$ cat src/rtl/pt_check_pkg.sv
// Shared types and the printable-byte classifier for the plaintext checker.
package pt_check_pkg;

  typedef enum logic [2:0] {
    IDLE,
    RD_LEN,
    WT_LEN,
    RD_BYTE,
    WT_BYTE,
    FIN
  } state_t;

  localparam logic [7:0] PRINT_LO = 8'h20;
  localparam logic [7:0] PRINT_HI = 8'h7E;

  function automatic logic is_printable(input logic [7:0] b);
    return (b >= PRINT_LO) && (b <= PRINT_HI);
  endfunction

endpackage

$ cat src/rtl/pt_check.sv
// Scans a length-prefixed string in a synchronous-read memory and reports whether all bytes are printable.
// Optional macro PT_CHECK_EARLY_EXIT_EN stops the scan at the first non-printable byte.
module pt_check
  import pt_check_pkg::*;
(
  input  logic       clk,
  input  logic       rst,
  input  logic       en,
  output logic       rdy,
  output logic [7:0] pt_addr,
  input  logic [7:0] pt_rddata,
  output logic [7:0] len,
  output logic       valid,
  output logic [7:0] fail_addr
);

  state_t     state;
  logic [7:0] idx;
  logic       stop_early;

`ifdef PT_CHECK_EARLY_EXIT_EN
  assign stop_early = !is_printable(pt_rddata);
`else
  assign stop_early = 1'b0;
`endif

  // Memory returns data the cycle after the address is presented, so each
  // location costs an RD/WT state pair.
  always_ff @(posedge clk) begin
    if (rst) begin
      state     <= IDLE;
      idx       <= 8'd0;
      rdy       <= 1'b1;
      pt_addr   <= 8'd0;
      len       <= 8'd0;
      valid     <= 1'b0;
      fail_addr <= 8'd0;
    end else begin
      case (state)
        IDLE: begin
          if (en) begin
            state     <= RD_LEN;
            rdy       <= 1'b0;
            pt_addr   <= 8'd0;
            len       <= 8'd0;
            valid     <= 1'b0;
            fail_addr <= 8'd0;
          end
        end
        RD_LEN: state <= WT_LEN;
        WT_LEN: begin
          len <= pt_rddata;
          if (pt_rddata == 8'd0) begin
            state <= FIN;
          end else begin
            state   <= RD_BYTE;
            idx     <= 8'd1;
            pt_addr <= 8'd1;
          end
        end
        RD_BYTE: state <= WT_BYTE;
        WT_BYTE: begin
          if (!is_printable(pt_rddata) && (fail_addr == 8'd0))
            fail_addr <= idx;
          // Compare before incrementing so a 255-byte string never wraps.
          if ((idx == len) || stop_early) begin
            state   <= FIN;
            pt_addr <= 8'd0;
          end else begin
            state   <= RD_BYTE;
            idx     <= idx + 8'd1;
            pt_addr <= idx + 8'd1;
          end
        end
        FIN: begin
          valid <= (fail_addr == 8'd0);
          rdy   <= 1'b1;
          state <= IDLE;
        end
        default: begin
          state   <= IDLE;
          rdy     <= 1'b1;
          pt_addr <= 8'd0;
        end
      endcase
    end
  end

endmodule

$ cat config.mk
export PLATFORM = sky130hd
export DESIGN_NAME = pt_check
export DESIGN_NICKNAME = d
export VERILOG_FILES = /design/src/rtl/pt_check_pkg.sv /design/src/rtl/pt_check.sv
export SDC_FILE = /design/constraint.sdc
export NUM_CORES = 1
export LEC_CHECK = 0
export CAP_MARGIN = 20
export CELL_PAD_IN_SITES_DETAIL_PLACEMENT = 0
export CELL_PAD_IN_SITES_GLOBAL_PLACEMENT = 2
export CORE_MARGIN = 1
export CORE_UTILIZATION = 32
export CTS_CLUSTER_DIAMETER = 50
export DETAILED_ROUTE_END_ITERATION = 8
export MAX_ROUTING_LAYER = met4
export PLACE_DENSITY = 0.94
export SYNTH_ARGS = -nofsm -noshare
export SYNTH_HDL_FRONTEND = slang
export SYNTH_SLANG_ARGS = --single-unit
$ cat constraint.sdc
create_clock -name clk -period 2.5 [get_ports clk]
set_clock_uncertainty 0.1 [all_clocks]
set_input_delay 0.5 -clock clk [delete_from_list [all_inputs] [get_ports clk]]
set_output_delay 0.5 -clock clk [all_outputs]
set_load 0.01 [all_outputs]
==> flow_summary.json <==
{
  "status": "completed",
  "antenna_cells": 0,
  "syn-cell-area_sq_um": 1670,
  "synth.distinct_cells": 39,
  "grt_max_degree": 28,
  "hold_buffers": 0,
  "synth_mux_area_frac": 0.006742,
  "slew_headroom": 0.5795,
  "antenna_found_initial": 0,
  "hold_viol": 0,
  "synth_adder_area_share": 0.007491,
  "die_h_um": 74.25,
  "crit_start": "pt_rddata[6]",
  "start_util": 0.3423,
  "syn_inst": 186,
  "rr_endpoint": "pt_addr[0]",
  "fillers": 497,
  "place_inst": 284,
  "post_cts_buffers": 0,
  "syn_to_final_growth_pct": 31.01,
  "synth_edf_count": 0,
  "clkLatencyLatePin_ns": 0.29,
  "clkTransAtPathRegs_ns": 0.06,
  "finalSetupTns_ns": 0,
  "fin_nets": 236,
  "leakagePower_uw": 0.0008121,
  "grt_pass1_vias": 1407,
  "layout_common_cells": "dfxtp_1, clkdlybuf4s50_1, nor2_1, a21oi_1",
  "timing.critical_path.to": "pt_addr[0]",
  "powerDensity_nw_per_um2": 565.4,
  "synth_simple_gate_area_frac": 0.2532,
  "arrival_ns": 2.18,
  "max_freq_mhz": 484.4,
  "ys_warn_count": 0,
  "maxSlewViolCount": 0,
  "worst_path_largest_cell_delay_ns": 0.47,
  "wl_per_cell_um": 14.30,
  "h-tree-depth": 2,
  "cts_tree": "built",
  "synthArstFlopShare": 0,
  "r2r.worst_path.cells": 5,
  "end_kind": "flip-flop",
  "postSynthAreaPerCell_sq_um": 8.980,
  "synth-seq-cells": 37,
  "placed_cell_area_sq_um": 2098,
  "numCtsBuffers": 5,
  "hold-path-cell-count": 2,
  "vias": 1462,
  "synth-xor-area-share": 0.07341,
  "drive_gt1_frac": 0.08482,
  "reg2reg_slack_ns": 0.68,
  "setup_violations": 0,
  "crit_required_ns": 2.62,
  "cp_slowest_cell": "nor4_1",
  "root_buffer": "clkbuf_8",
  "grt_pass1_wl_um": 6996,
  "path_cells": "clkdlybuf4s50_1 > nor4_1 > nand3_1 > o221ai_1 > a32oi_1 > a21oi_1",
  "totalWireLength_um": 4160,
  "drc_errors": 0,
  "synth_compound_area_frac": 0.1835,
  "gr-total-overflow": 0,
  "routed_via_density": 5.024,
  "cts-resized-gates": 0,
  "routabilityCongestion": 0.7612,
  "first_iter_violations": 78,
  "dp_hpwl_um": 2896,
  "port_buffers": 36,
  "path_class": "in2reg",
  "first_pass_iters": 4,
  "cts_sinks": 37,
  "yosys-top-cells-area": "dfxtp_1, a22oi_1, nor2_1",
  "ant_nets": 0,
  "synth_area_leader_cell": "dfxtp_1",
  "synthesis.nets": 198,
  "rows": 25,
  "p_total_uw": 1237,
  "period_needed_ns": 2.064,
  "grt.total_usage": 0.1752,
  "timing_worst_slew_pin_value_ns": 0.6308,
  "fp.dieW_um": 74.25,
  "yosys.area.top_type_share": 0.4434,
  "ys_dominant_reg_cell": "dfxtp_1",
  "finalNonFillerCells": 291,
  "maxCapViolCount": 0,
  "r2r_start": "state[2]",
  "layout_commonest_cell": "dfxtp_1",
  "clock_path_buffers": 2,
  "startpoint_type": "input port",
  "rsz0062_at_grt": "false",
  "core_sq_um": 4880,
  "critical_path.max_fanout": 8,
  "die_area_sq_um": 5513,
  "vdd_drop_max_uv": 256.0,
  "synth_top_family_by_area": "simple AND/OR/NAND/NOR gates",
  "fin_area_sq_um": 2188,
  "post-route-period-util": 0.8258,
  "synth_seq_area_share": 0.4434,
  "io_pins": 37,
  "hold_path.class": "reg2reg"
}
==> report_power, final <==
| part | internal (uW) | switching (uW) | total, uW |
|---|---|---|---|
| Clock | 218 | 207 | 424 |
| Sequential | 606 | 23.8 | 630 |
| Combinational | 83.7 | 99.7 | 183 |
| Total | 907 | 330 | 1240 |
==> per-stage QoR <==
step	worst slack (ns)	hold slack [ns]	util
after floorplan	0.9079	0.3805	-
after global placement	0.1295	0.3489	0.4300
after detailed placement	0.09875	0.3509	0.4300
after CTS	0.3916	0.3599	0.4485
after global routing	0.2219	0.3787	0.4485
final	0.4355	0.3582	0.4485
==> cells in the mapped netlist, types with 3 or more instances <==
library cell	instances
a21oi_1	20
a22oi_1	16
buf_2	4
clkbuf_1	3
dfxtp_1	37
nand2_1	16
nand3_1	6
nand3b_1	8
nor2_1	27
xnor2_1	5
xor2_1	9
==> worst min-delay path by stage <==
stage / to / from / slack (ns)
3_3_place_gp: pt_addr[2] / pt_addr[2] / 0.35
5_1_grt: pt_addr[1] / pt_addr[1] / 0.38
4_1_cts: pt_addr[2] / pt_addr[2] / 0.36
6_report: pt_addr[2] / pt_addr[2] / 0.36
3_5_place_dp: pt_addr[2] / pt_addr[2] / 0.35
2_1_floorplan: pt_addr[1] / pt_addr[1] / 0.38
==> worst max-delay path: cells and delay by family <==
| family | cells | cell delay [ns] |
|---|---|---|
| AOI/OAI and AO/OA | 3 | 0.55 |
| buffers and inverters | 1 | 0.46 |
| and+or+nand+nor | 2 | 0.68 |
==> sequential cells by signal, indices dropped and copies added (netlist names) <==
signal / count
rdy: 1
idx: 8
state: 3
pt_addr: 8
fail_addr: 8
valid: 1
len: 8
==> kinds of logic (layout without fill, tap and decap cells) <==
kind of cell	Yosys count	in the layout
buffers and inverters	11	49
muxes	1	1
adders and majority gates	1	1
AOI/OAI and AO/OA	45	45
and+or+nand+nor	77	77
xor gates and xnor gates	14	14
DFF	37	37
==> cell type report <==
cell class | count | area [sq um] | area share
Inverter | 2 | 7.507 | 0.003431
Multi-Input combinational cell | 138 | 875.8 | 0.4002
Tap cell | 67 | 83.83 | 0.03831
Clock inverter | 1 | 7.507 | 0.003431
Clock buffer | 6 | 82.58 | 0.03774
Timing Repair Buffer | 40 | 390.4 | 0.1784
Sequential cell | 37 | 740.7 | 0.3385
==> routing by layer <==
metal | vias to the layer above | global-route usage | wire (um)
met5 | - | - | 0
met4 | 0 | 0.06080 | 26
met3 | 4 | 0.05014 | 186
met2 | 31 | 0.2424 | 1884
met1 | 690 | 0.2419 | 2063
li1 | 737 | - | -
(Power assumes the default switching activity.)
